$ cat config.mk
export PLATFORM = sky130hd
export DESIGN_NAME = bus_rr_scheduler
export DESIGN_NICKNAME = d
export VERILOG_FILES = /design/src/rtl/bus_rr_scheduler.sv
export SDC_FILE = /design/constraint.sdc
export NUM_CORES = 1
export LEC_CHECK = 0
export BUFFER_PORTS_ARGS = -buffer_cell sky130_fd_sc_hd__buf_2
export CAP_MARGIN = 30
export CORE_ASPECT_RATIO = 0.75
export CORE_MARGIN = 5
export CORE_UTILIZATION = 47
export DETAILED_ROUTE_END_ITERATION = 10
export GPL_ROUTABILITY_DRIVEN = 0
export PLACE_DENSITY = 0.86
export SLEW_MARGIN = 10
export SYNTH_ARGS = -nofsm -noshare
export SYNTH_HDL_FRONTEND = slang
export SYNTH_SLANG_ARGS = --single-unit
$ cat constraint.sdc
create_clock -name clk -period 4.2 [get_ports clk]
set_input_delay 0.63 -clock clk [delete_from_list [all_inputs] [get_ports clk]]
set_output_delay 0.63 -clock clk [all_outputs]
set_load 0.05 [all_outputs]
$ cat src/rtl/bus_rr_scheduler.sv
// Round-robin bus transfer controller: grants one pending device, pops its
// head packet, decodes the destination byte and pushes it to the target(s).
module bus_rr_scheduler #(
    parameter int          DRVRS     = 8,
    parameter int          PCKG_SZ   = 16,
    parameter logic [7:0]  BROADCAST = 8'hFF
) (
    input  logic                     clk,
    input  logic                     reset,
    input  logic [DRVRS-1:0]         pndng,
    input  logic [DRVRS*PCKG_SZ-1:0] D_pop,
    output logic [DRVRS-1:0]         pop,
    output logic [DRVRS-1:0]         push,
    output logic [PCKG_SZ-1:0]       D_push,
    output logic                     busy,
    output logic [7:0]               grant_id,
    output logic [15:0]              pkt_cnt,
    output logic [7:0]               drop_cnt
);

    typedef enum logic [1:0] {IDLE, POP, PUSH} state_t;

    localparam logic [7:0] LAST = 8'(DRVRS - 1);

    state_t               state_q, state_d;
    logic [7:0]           win_q, win_d;
    logic [7:0]           grant_q, grant_d;
    logic [DRVRS-1:0]     pop_q, pop_d;
    logic [DRVRS-1:0]     push_q, push_d;
    logic [PCKG_SZ-1:0]   dpush_q, dpush_d;
    logic [15:0]          pkt_q, pkt_d;
    logic [7:0]           drop_q, drop_d;

    logic                 found;
    logic [7:0]           win_sel;
    logic [PCKG_SZ-1:0]   pkt;
    logic [7:0]           dest;
    logic [DRVRS-1:0]     src_oh, dst_oh, route;

    // Two passes: first pending device above the pointer, else lowest pending.
    always_comb begin
        found   = 1'b0;
        win_sel = 8'd0;
        for (int i = 0; i < DRVRS; i++) begin
            if (!found && pndng[i] && grant_q != LAST && 8'(i) > grant_q) begin
                found   = 1'b1;
                win_sel = 8'(i);
            end
        end
        for (int i = 0; i < DRVRS; i++) begin
            if (!found && pndng[i]) begin
                found   = 1'b1;
                win_sel = 8'(i);
            end
        end
    end

    always_comb begin
        pkt    = '0;
        src_oh = '0;
        dst_oh = '0;
        for (int i = 0; i < DRVRS; i++) begin
            if (win_q == 8'(i)) pkt = D_pop[i*PCKG_SZ +: PCKG_SZ];
        end
        dest = pkt[PCKG_SZ-1 -: 8];
        for (int i = 0; i < DRVRS; i++) begin
            src_oh[i] = (win_q == 8'(i));
            dst_oh[i] = (dest == 8'(i));
        end
        if (dest == BROADCAST)
            route = ~src_oh;
        else if (int'(dest) < DRVRS && dest != win_q)
            route = dst_oh;
        else
            route = '0;
    end

    always_ff @(posedge clk) begin
        if (reset) begin
            state_q <= IDLE;
            win_q   <= LAST;
            grant_q <= LAST;
            pop_q   <= '0;
            push_q  <= '0;
            dpush_q <= '0;
            pkt_q   <= '0;
            drop_q  <= '0;
        end else begin
            state_q <= state_d;
            win_q   <= win_d;
            grant_q <= grant_d;
            pop_q   <= pop_d;
            push_q  <= push_d;
            dpush_q <= dpush_d;
            pkt_q   <= pkt_d;
            drop_q  <= drop_d;
        end
    end

    always_comb begin
        state_d = state_q;
        unique case (state_q)
            IDLE:    if (|pndng) state_d = POP;
            POP:     state_d = PUSH;
            PUSH:    state_d = IDLE;
            default: state_d = IDLE;
        endcase
    end

    always_comb begin
        win_d   = win_q;
        grant_d = grant_q;
        pop_d   = '0;
        push_d  = '0;
        dpush_d = dpush_q;
        pkt_d   = pkt_q;
        drop_d  = drop_q;
        unique case (state_q)
            IDLE: begin
                if (found) begin
                    win_d = win_sel;
                    for (int i = 0; i < DRVRS; i++)
                        pop_d[i] = (win_sel == 8'(i));
                end
            end
            POP: begin
                grant_d = win_q;
                push_d  = route;
                dpush_d = pkt;
                if (|route)
                    pkt_d = pkt_q + 16'd1;
                else if (drop_q != 8'hFF)
                    drop_d = drop_q + 8'd1;
            end
            default: ;
        endcase
    end

    assign pop      = pop_q;
    assign push     = push_q;
    assign D_push   = dpush_q;
    assign busy     = (state_q != IDLE);
    assign grant_id = grant_q;
    assign pkt_cnt  = pkt_q;
    assign drop_cnt = drop_q;

endmodule
* Word-level counts from Yosys, hierarchy flattened
Cells that the tools add are included.
** Operators by class
- Add/sub/neg operators :: 2
- Order comparisons :: 9
- Equal/unequal tests :: 27
- Multiplexer cells :: 43
- Bitwise gates (word level) :: 5
- Reductions and logical operators :: 59
** Operators with widths (count)
- 16-bit 2-to-1 mux :: 8
- 8-bit 2-to-1 mux :: 16
- 8-bit by 3-bit equality test with 1-bit output (second input constant) :: 12
- 8-bit by 2-bit equality test with 1-bit output (second input constant) :: 6
- 3-bit by 8-bit > comparator with 1-bit output (first input constant) :: 4
- 1-bit logical AND :: 32
- 8-bit by 1-bit equality test with 1-bit output (second input constant) :: 3
- 8-bit zero test :: 3
- 1-bit 2-to-1 mux :: 17
- 16-bit by 1-bit adder with 16-bit output (second input constant) :: 1
- 1-bit by 8-bit > comparator with 1-bit output (first input constant) :: 2
- 2-bit by 8-bit > comparator with 1-bit output (first input constant) :: 2
- 8-bit OR reduction :: 2
- 1-bit zero test :: 15
- 8-bit by 1-bit adder with 8-bit output (second input constant) :: 1
- 8-bit equality test (second input constant) :: 1
- 8-bit by 4-bit less-than comparator with 1-bit output (second input constant) :: 1
- 8-bit by 3-bit inequality test with 1-bit output (second input constant) :: 1
- 8-bit inequality test :: 1
- 8-bit inequality test (second input constant) :: 1
- 8-bit inverter :: 1
- 1-bit inverter :: 4
- 2-bit case mux with 2 select lines :: 1
- 2-bit AND reduction :: 2
- other kinds (8) :: 8
** Storage, ports and cells
- Bits in registers :: 74
- Bits of input ports :: 138
- Output and inout bits :: 65
- Word-level logic and storage cells :: 153

* Longest topological paths before layout
Gate-level depths: netlist of the first run.
- Depth after elaboration :: 65
- Mapped depth :: 14
- Depth with buffers taken out :: 8

* Worst setup path before layout of the first run
No wires, ideal clock.
- Path kind :: input to register
- From :: input D_pop[72]
- To :: register drop_q[0], in the netlist drop_cnt[0]
- Arrival time :: 3099 ps
- Required time :: 4079 ps
- Path slack :: 979 ps
- Stages on the path :: 9
- Cells stage by stage :: mux2_4 > a221o_1 > and3_1 > a2111o_1 > o211a_4 > or2_1 > buf_6 > or3_4 > mux2_4
** On the way
- Cells in the longest elaborated chain, start to end :: 11
** Ends and longest elaborated chain
- from (decl) :: line 11 : input logic [DRVRS*PCKG_SZ-1:0] D_pop,
- 16-bit 2-to-1 mux * (4 in series) :: line 63 : if (win_q == 8'(i)) pkt = D_pop[i*PCKG_SZ +: PCKG_SZ];
- 8-bit by 4-bit less-than comparator with 1-bit output or 8-bit inequality test (tied branches) :: line 72 : else if (int'(dest) < DRVRS && dest != win_q)
- 1-bit logical AND :: line 72
- 8-bit 2-to-1 mux :: line 72
- 8-bit 2-to-1 mux * :: line 70 : if (dest == BROADCAST)
- 8-bit OR reduction * :: line 130 : if (|route)
- 1-bit inverter (no source line) *
- 3-bit AND reduction (no source line) *
- to (signal assigned) :: line 96 : drop_q <= drop_d;
- to (decl) :: line 32 : logic [7:0] drop_q, drop_d;
Mark *: on every way between the ends. The rest lies on a longest branch, timed or not.
A chain may end at the register's enable or synchronous reset.

* Worst setup path in the final report of the first run
- From :: register win_q[0]
- To :: register drop_q[7], in the netlist drop_cnt[7]
** On the way
- Cells in the longest elaborated chain, start to end :: 16
** Ends and longest elaborated chain
- from (decl) :: line 26 : logic [7:0] win_q, win_d;
- from (signal assigned) :: line 90 : win_q <= win_d;
- 8-bit zero test :: line 63, 67
- 16-bit 2-to-1 mux (8 in series) :: line 63
- 8-bit by 4-bit less-than comparator with 1-bit output or 8-bit inequality test (tied branches) :: line 72
- 1-bit logical AND :: line 72
- 8-bit 2-to-1 mux :: line 72
- 8-bit 2-to-1 mux * :: line 70
- 8-bit OR reduction * :: line 130
- 1-bit inverter (no source line) *
- 3-bit AND reduction (no source line) *
Marks and branches as above.

==> flow_summary.ini, run 1 <==
[synth]
syn_inst = 540
synth_largest_area_cell = dfxtp_1
ys_warn_count = 0
synth.cell_area_sq_mm = 0.00426
ys_types = 63
synth_top_area_share_pct = 30.1
synthArstFlopShare_pct = 0
synth_ff_type = dfxtp_1
synth.avg_cell_area_sq_um = 7.88
synth_seq_area_share_pct = 30.1
synth_edf_count = 0
ys_top_cells_by_area = dfxtp_1, mux2i_1, nand2_1
ys_ff_latch = 64

[critical_path]
worstPathArrival_ps = 3920
worst-path-buf-inv = 2
cp_top_family = compound AO/OA/AOI/OAI gates
critPathCaptureType = register
cpMostUsedCell = buf_4
r2r_end = drop_cnt[7]
r2r_slack_ps = 490
cpPeakStageDelay_ps = 660
cp.required_ps = 4410
cp_cell_sequence = buf_4 > nor2b_1 > buf_4 > a221o_1 > a21boi_1 > a2111o_1 > o211a_4 > or2_1 > nor4b_1 > mux2_2
rr_startpoint = win_q[0]
startpoint_type = register
reg2regPathDepth = 10
slowest_stage = dfxtp_1
crit_fanout = 18
crit_type = register to register

[finish]
fillers = 774
mostFrequentLayoutCells = buf_2, nand2_1, dfxtp_1
drive_gt1_share_pct = 35.2
final_area_sq_mm = 0.00554
nets = 860
antennaDiodeCount = 0
area_growth_pct = 30.1
mostFrequentLayoutCell = buf_2

[clock_tree]
ctsResizeCount = 0
clk_latency_ps = 330
clock_sinks = 64
root_buffer = clkbuf_16
clk_path_buf_depth = 2
htree_num_levels = 3
post_cts_buffers = 0
cts_tree = done
clk_pin_slew_ps = 50
numCtsBuffers = 9
cts_hold_buf = 0

[drt]
drt-initial-drc-count = 467
postRouteWirelength_microns = 14400
met1_length_microns = 5900
routed_via_density = 5.92
drt_pre_antenna_iters = 6
wl_per_cell_microns = 17.3
drc = 0
top_layer = met4
met3WireLength_microns = 1330
vias = 4951
wl_met2_microns = 6960
detail-route-antenna-nets = 0

[floorplanning]
io_pins = 203
fp.dieH_microns = 92.4
core.rowCount = 30
start_util_pct = 47.7
die_w_microns = 120
core_sq_mm = 0.00893
die-area_sq_mm = 0.0111

[global_route]
grt_pass1_wl_microns = 22700
grt_max_degree = 45
grt_usage_pct = 24.9
grt_pass1_vias = 4736
grt.overflow.total = 0
antenna_found_initial = 0

[timing]
fin_skew_ps = 4.76
hold_viol = 0
relSlewSlack_pct = 42.1
fin_hold_ws_ps = 454
rsz0062_at_grt = false
worst_pin_slew_ps = 860
report.final.slew_viol_count = 0
fin_crit_ps = 3710
fmax_mhz = 270
fin_setup_tns_ps = 0
final-setup-viol-count = 0
timing.final.crit_share_pct = 88.3

[min_path]
min_from = D_push[0]
hp-class = register to register
holdPathStages = 2
hold_end = D_push[0]

[placement]
placed_cell_area_sq_mm = 0.00524
dp_hpwl_microns = 11200
port_buffers = 197

[flow_run]
maxCapViolCount = 0

[pwr]
power.density_mw_per_mm2 = 399
cellLeakagePower_nw = 2.65
ir_drop_uv = 258

[run_status]
status = finished clean
==> per-layer routing <==
layer	GRT usage, %	up-vias
met3	6.59	33
met1	31.4	2308
met2	42.2	265
met4	6.48	0
li1	-	2345
met5	0	-
==> where the power goes <==
group | switching [mW] | internal [mW] | total [mW]
clock | 0.269 | 0.471 | 0.741
combinational | 0.483 | 0.285 | 0.767
sequential | 0.0563 | 0.644 | 0.701
==> sequential cells by signal, indices dropped and copies added (netlist names) <==
signal and count:
grant_id 3, pkt_cnt 16, pop 8, win_q 3
D_push 16, drop_cnt 8, push 8, state_q 2
==> worst min-delay path: stages, from the launching register on <==
cell and delay, ps:
dfxtp_1 300, nand2_1 50, a21oi_1 50
==> cell type report <==
class	instances	area [sq um]	area share [%]
clock buffers	10	239	4.31
clock inverters	6	58.8	1.06
inverters	12	45.0	0.813
multi-input cells	426	2710	49.0
flip-flops and latches	64	1280	23.1
well taps	112	140	2.53
repair buffers	207	1060	19.2
==> cell usage after synthesis (3+ instances only) <==
library cell / number
a211oi_1: 14
a21o_1: 3
a21oi_1: 44
a221oi_1: 4
a22oi_1: 9
a31oi_1: 5
and3_1: 10
buf_1: 4
buf_2: 6
buf_4: 6
clkbuf_1: 22
dfxtp_1: 64
inv_1: 11
mux2_2: 14
mux2i_1: 31
mux4_2: 3
nand2_1: 71
nand2b_1: 7
nand3_1: 18
nor2_1: 47
nor2b_1: 14
nor3_1: 5
nor4_1: 5
nor4b_1: 3
o211ai_1: 9
o21ai_0: 25
o22ai_1: 9
o31ai_1: 11
o32ai_1: 3
or2_2: 5
or4_1: 12
xor2_1: 3
==> worst max-delay path by stage <==
| stage | startpoint | end | slack, ps | cells after the start |
|---|---|---|---|---|
| 2_1_floorplan | D_pop[72] | drop_cnt[0] | 980 | 9 |
| 3_3_place_gp | win_q[1] | pkt_cnt[9] | 710 | 9 |
| 3_5_place_dp | win_q[1] | pkt_cnt[9] | 530 | 9 |
| 4_1_cts | win_q[1] | pkt_cnt[9] | 500 | 9 |
| 5_1_grt | win_q[1] | pkt_cnt[13] | 220 | 9 |
| 6_report | win_q[0] | drop_cnt[7] | 490 | 10 |
==> logic make-up after synthesis <==
group / count (synthesis) / share of synthesized area (%)
compound gates: 153 / 23.6
xor+xnor: 5 / 1.03
fa+ha+maj: 2 / 0.588
buf+inv: 54 / 6.58
flops: 64 / 30.1
mux: 50 / 13.3
other cells: 1 / 0.0881
simple gates: 211 / 24.7
==> through the flow <==
| stage | worst slack (ps) | utilization [%] | std cells | power [mW] |
|---|---|---|---|---|
| 6_report | 492 | 62.0 | 837 | 2.21 |
| 5_1_grt | 216 | 62.0 | 837 | 2.31 |
| 4_1_cts | 497 | 62.0 | 837 | 2.20 |
| 3_5_place_dp | 529 | 58.7 | 821 | 1.46 |
| 3_3_place_gp | 711 | 58.7 | 821 | 1.44 |
| 2_1_floorplan | 979 | - | 544 | 1.27 |
Power figures use the tool's default switching activity.
==> run 2, diff against run 1 <==
CTS_BUF_LIST = sky130_fd_sc_hd__clkbuf_16   (was unset)
clock period = 4.14 ns   (was 4.2 ns; I/O delays follow)
==> flow_summary.ini, run 2 (same netlist as run 1, synthesis figures left out) <==
[run_status]
status = finished clean

[global_route]
grt.overflow.total = 0
grt_pass1_wl_microns = 22700
grt_max_degree = 45
grt_pass1_vias = 4796
grt_usage_pct = 25.0
antenna_found_initial = 0

[min_path]
hold_end = D_push[0]
hp-class = register to register
min_from = D_push[0]
holdPathStages = 2

[finish]
mostFrequentLayoutCell = buf_2
nets = 861
final_area_sq_mm = 0.00552
fin_util_pct = 61.8
antennaDiodeCount = 0
area_growth_pct = 29.6
mostFrequentLayoutCells = buf_2, nand2_1, dfxtp_1
drive_gt1_share_pct = 34.8

[drt]
drt_pre_antenna_iters = 6
drt-initial-drc-count = 454
detail-route-antenna-nets = 0
drc = 0
wl_per_cell_microns = 17.1
routed_via_density = 5.88
postRouteWirelength_microns = 14300
vias = 4925

[critical_path]
cp_top_family = simple AND/OR/NAND/NOR gates
slowest_stage = nor2b_1
worstPathArrival_ps = 3920
reg2regPathDepth = 8
cp_cell_sequence = nor2b_1 > a221o_1 > a21boi_1 > a2111o_1 > o211a_4 > or2_1 > nor4b_1 > mux2_2
startpoint_type = register
cp.required_ps = 4350
r2r_end = drop_cnt[5]
critPathCaptureType = register
cp-startpoint = win_q[0]
crit_fanout = 13
worst-path-buf-inv = 0
cpPeakStageDelay_ps = 690
rr_startpoint = win_q[0]
r2r_slack_ps = 420
crit_type = register to register

[pwr]
clockPowerShare_pct = 30.8
p_total_mw = 2.15
ir_drop_uv = 240
p_seq_share_pct = 32.8
intPower_mw = 1.34
p_switching_mw = 0.808
cellLeakagePower_nw = 2.64
p_comb_share_pct = 36.4
swShare_pct = 37.6
power.density_mw_per_mm2 = 390

[timing]
fin_setup_tns_ps = 0
hold_viol = 0
fin_crit_ps = 3720
fin_skew_ps = 8.84
worst_pin_slew_ps = 802
rsz0062_at_grt = false
report.final.slew_viol_count = 0
timing.final.crit_share_pct = 89.8
relSlewSlack_pct = 46.1
final-setup-viol-count = 0
fmax_mhz = 269

[clock_tree]
cts_tree = done
numCtsBuffers = 9
clk_latency_ps = 320
clock_sinks = 64
cts_hold_buf = 0
clk_pin_slew_ps = 50
htree_num_levels = 3
post_cts_buffers = 0
ctsResizeCount = 0
root_buffer = clkbuf_16
clk_path_buf_depth = 2

[flow_run]
maxCapViolCount = 0

[floorplanning]
start_util_pct = 47.7
fp.dieH_microns = 92.4
core.rowCount = 30
io_pins = 203
die-area_sq_mm = 0.0111
die_w_microns = 120
core_sq_mm = 0.00893

[placement]
placed_cell_area_sq_mm = 0.00525
dp_hpwl_microns = 11200
port_buffers = 197
-- run 2: power groups by stage --
stage          clock (mW)  combinational (mW)  sequential [mW]
3_3_place_gp            0               0.752            0.714
6_report            0.662               0.783            0.705
3_5_place_dp            0               0.769            0.716
5_1_grt             0.714               0.850            0.711
2_1_floorplan           0               0.499            0.789
4_1_cts             0.681               0.772            0.703
-- run 2: metrics by stage --
stage / hold slack, ps / setup slack, ps / cells
global route: 483 / 222 / 838
floorplan: 638 / 928 / 544
finish: 456 / 422 / 838
CTS: 459 / 469 / 838
detailed placement: 451 / 481 / 822
global placement: 446 / 656 / 822
-- run 2: how the worst max path moves through the flow --
stage	to	slack (ps)	depth (start not counted)
detailed placement	drop_cnt[5]	480	9
CTS	drop_cnt[5]	470	8
global placement	drop_cnt[7]	660	9
finish	drop_cnt[5]	420	8
global route	drop_cnt[7]	220	8
floorplan	drop_cnt[0]	930	9
-- run 2: cell type report --
class	instances	area, sq um
timing repair buffer	208	1070
sequential	64	1280
multi-input combinational	426	2710
fill	825	3420
clock inverter	7	41.3
inverter	12	45.0
tap	112	140
clock buffer	9	225
-- run 2: worst reg2reg max path, cell delays in order (launching register included) --
cell and delay (ps):
dfxtp_1 590, nor2b_1 690, a221o_1 300, a21boi_1 120, a2111o_1 480, o211a_4 310, or2_1 320, nor4b_1 400
mux2_2 380
-- run 2: layer usage --
layer	track usage [%]	up-vias	routed length, microns	share of wire, %
met1	30.6	2274	5720	40
met2	42.6	270	7010	49
met5	0	-	0	0
met3	7.08	32	1330	9.3
li1	-	2349	-	-
met4	8.01	0	263	1.8
==> run 3, diff against run 2 <==
ABC_AREA = 1   (was unset)
CORE_UTILIZATION = 48   (was 47)
PLACE_DENSITY = 0.87   (was 0.86)
==> flow_summary.ini, run 3 <==
[pwr]
p_switching_mw = 0.903
power.density_mw_per_mm2 = 406
clockPowerShare_pct = 32.1
cellLeakagePower_nw = 2.71
intPower_mw = 1.36
ir_drop_uv = 254
p_comb_share_pct = 37.2
p_seq_share_pct = 30.8
swShare_pct = 39.9

[timing]
final-setup-viol-count = 0
fin_hold_ws_ps = 467
fin_skew_ps = 6.45
fmax_mhz = 295
fin_crit_ps = 3390
worst_pin_slew_ps = 730
rsz0062_at_grt = false
timing.final.crit_share_pct = 81.8
relSlewSlack_pct = 51.1
fin_setup_tns_ps = 0
hold_viol = 0
report.final.slew_viol_count = 0

[finish]
multiInputGateArea_sq_mm = 0.00262
nets = 983
area_growth_pct = 28.9
regArea_sq_mm = 0.00128
drive_gt1_share_pct = 28.9
fillers = 872
mostFrequentLayoutCell = buf_2
fin_util_pct = 62.4
mostFrequentLayoutCells = buf_2, nand2_1, nor2_1

[critical_path]
cp.required_ps = 4380
crit_type = register to register
cp-startpoint = win_q[2]
reg2regPathDepth = 14
cpMostUsedCell = nand2_1
cpPeakStageDelay_ps = 660
startpoint_type = register
path_depth = 14
cp_cell_sequence = inv_4 > nor3_4 > nand2_1 > nand4_2 > nand4_1 > nor2_4 > nand2_1 > nand2_1 > nor2_1 > nand2_2 > inv_1 > nand2_2 > nand3_1 > a21oi_1
r2r_end = pkt_cnt[2]
endpoint = pkt_cnt[2]
worst-path-buf-inv = 2
crit_fanout = 37
r2r_slack_ps = 750
rr_startpoint = win_q[2]
cp_top_family = simple AND/OR/NAND/NOR gates
critPathCaptureType = register
slowest_stage = dfxtp_1
worstPathArrival_ps = 3630

[clock_tree]
numCtsBuffers = 9
root_buffer = clkbuf_16
ctsResizeCount = 0
clk_latency_ps = 320
clk_pin_slew_ps = 60
cts_tree = done
cts_hold_buf = 0
post_cts_buffers = 0
htree_num_levels = 3
clock_sinks = 64
clk_path_buf_depth = 2

[global_route]
grt_util_met1_pct = 32.0
grt_max_degree = 40
busiest_layer = met2
met2_usage_pct = 42.7
grt_usage_pct = 25.6
grt_pass1_wl_microns = 23200
grt.overflow.total = 0
antenna_found_initial = 2
met3_usage_pct = 6.54
grt_pass1_vias = 4895

[synth]
synth_edf_count = 0
synth_top_area_share_pct = 29.6
synth-compound-area-share_pct = 15.2
yosysMostFrequentCell = nand2_1
synthMuxAreaShare_pct = 0
ys_types = 46
ys_warn_count = 0
synth_commonest_cells = nand2_1, nor2_1, dfxtp_1, nand3_1
synthArstFlopShare_pct = 0
synthSimpleGateAreaFrac_pct = 40.2
ys_top_cells_by_area = dfxtp_1, nand2_1, nor2_1
synth.avg_cell_area_sq_um = 6.57
syn_inst = 658
ys_ff_latch = 64
synth_ff_type = dfxtp_1
synth_xor_xnor_area_share_pct = 4.05
synth-adder-area-share_pct = 0.579
synth_largest_area_cell = dfxtp_1
synth_top_family_by_area = simple AND/OR/NAND/NOR gates
synth_seq_area_share_pct = 29.6
synth.cell_area_sq_mm = 0.00432

[floorplanning]
fp.dieH_microns = 92.2
die_w_microns = 120
io_pins = 203
core_sq_mm = 0.00893
start_util_pct = 48.4
die-area_sq_mm = 0.0110
core.rowCount = 30

[drt]
routed_via_density = 5.49
vias = 5279
drt-initial-drc-count = 428
wl_per_cell_microns = 15.4
postRouteWirelength_microns = 14800
drt_pre_antenna_iters = 6
detail-route-antenna-nets = 0
drc = 0

[min_path]
min_from = D_push[7]
hp-class = register to register

[flow_run]
maxCapViolCount = 0

[run_status]
status = finished clean

[placement]
port_buffers = 197
dp_hpwl_microns = 11400
==> run 3: final cells by class <==
| type | count | area share (%) |
|---|---|---|
| Clock buffer | 9 | 4.04 |
| Timing Repair Buffer | 202 | 18.4 |
| Clock inverter | 6 | 1.10 |
| Inverter | 58 | 3.95 |
| Sequential cell | 64 | 23.0 |
| Tap cell | 112 | 2.52 |
| Multi-Input combinational cell | 508 | 46.9 |
| Antenna cell | 2 | 0.0898 |
==> run 3: worst min path at each step <==
stage / to / cells after the start
5_1_grt: D_push[7] / 2
6_report: D_push[7] / 2
3_3_place_gp: D_push[5] / 2
4_1_cts: D_push[7] / 2
3_5_place_dp: D_push[7] / 2
2_1_floorplan: grant_id[2] / 3
==> run 3: power by group through the flow <==
stage	Combinational (mW)	Clock (mW)	Sequential, mW
floorplan	0.525	0	0.810
global placement	0.819	0	0.704
detailed placement	0.826	0	0.706
CTS	0.828	0.730	0.694
global route	0.918	0.769	0.702
finish	0.841	0.725	0.696
==> run 3: kinds of logic after synthesis <==
family	Yosys count
fa+ha+maj	2
compound gates	102
simple gates	379
other cells	1
flops	64
xor+xnor	20
buf+inv	90
==> run 3: per-layer routing <==
layer,up-vias,part of all wire [%]
met2,264,47
li1,2596,-
met4,0,2.4
met5,-,0
met3,30,8.4
met1,2389,42
==> run 3: worst min-delay path, stage by stage (launching register included) <==
cell and delay [ps]:
dfxtp_1 310, nand2_1 60, a21oi_1 50
==> run 3: stage by stage <==
| step | area [sq um] | setup slack, ps | std cells | power, mW |
|---|---|---|---|---|
| detailed placement | 5280 | 856 | 944 | 1.53 |
| CTS | 5570 | 839 | 959 | 2.25 |
| floorplan | 4340 | 1630 | 662 | 1.33 |
| finish | 5570 | 754 | 961 | 2.26 |
| global route | 5570 | 410 | 961 | 2.39 |
| global placement | 5280 | 953 | 944 | 1.52 |
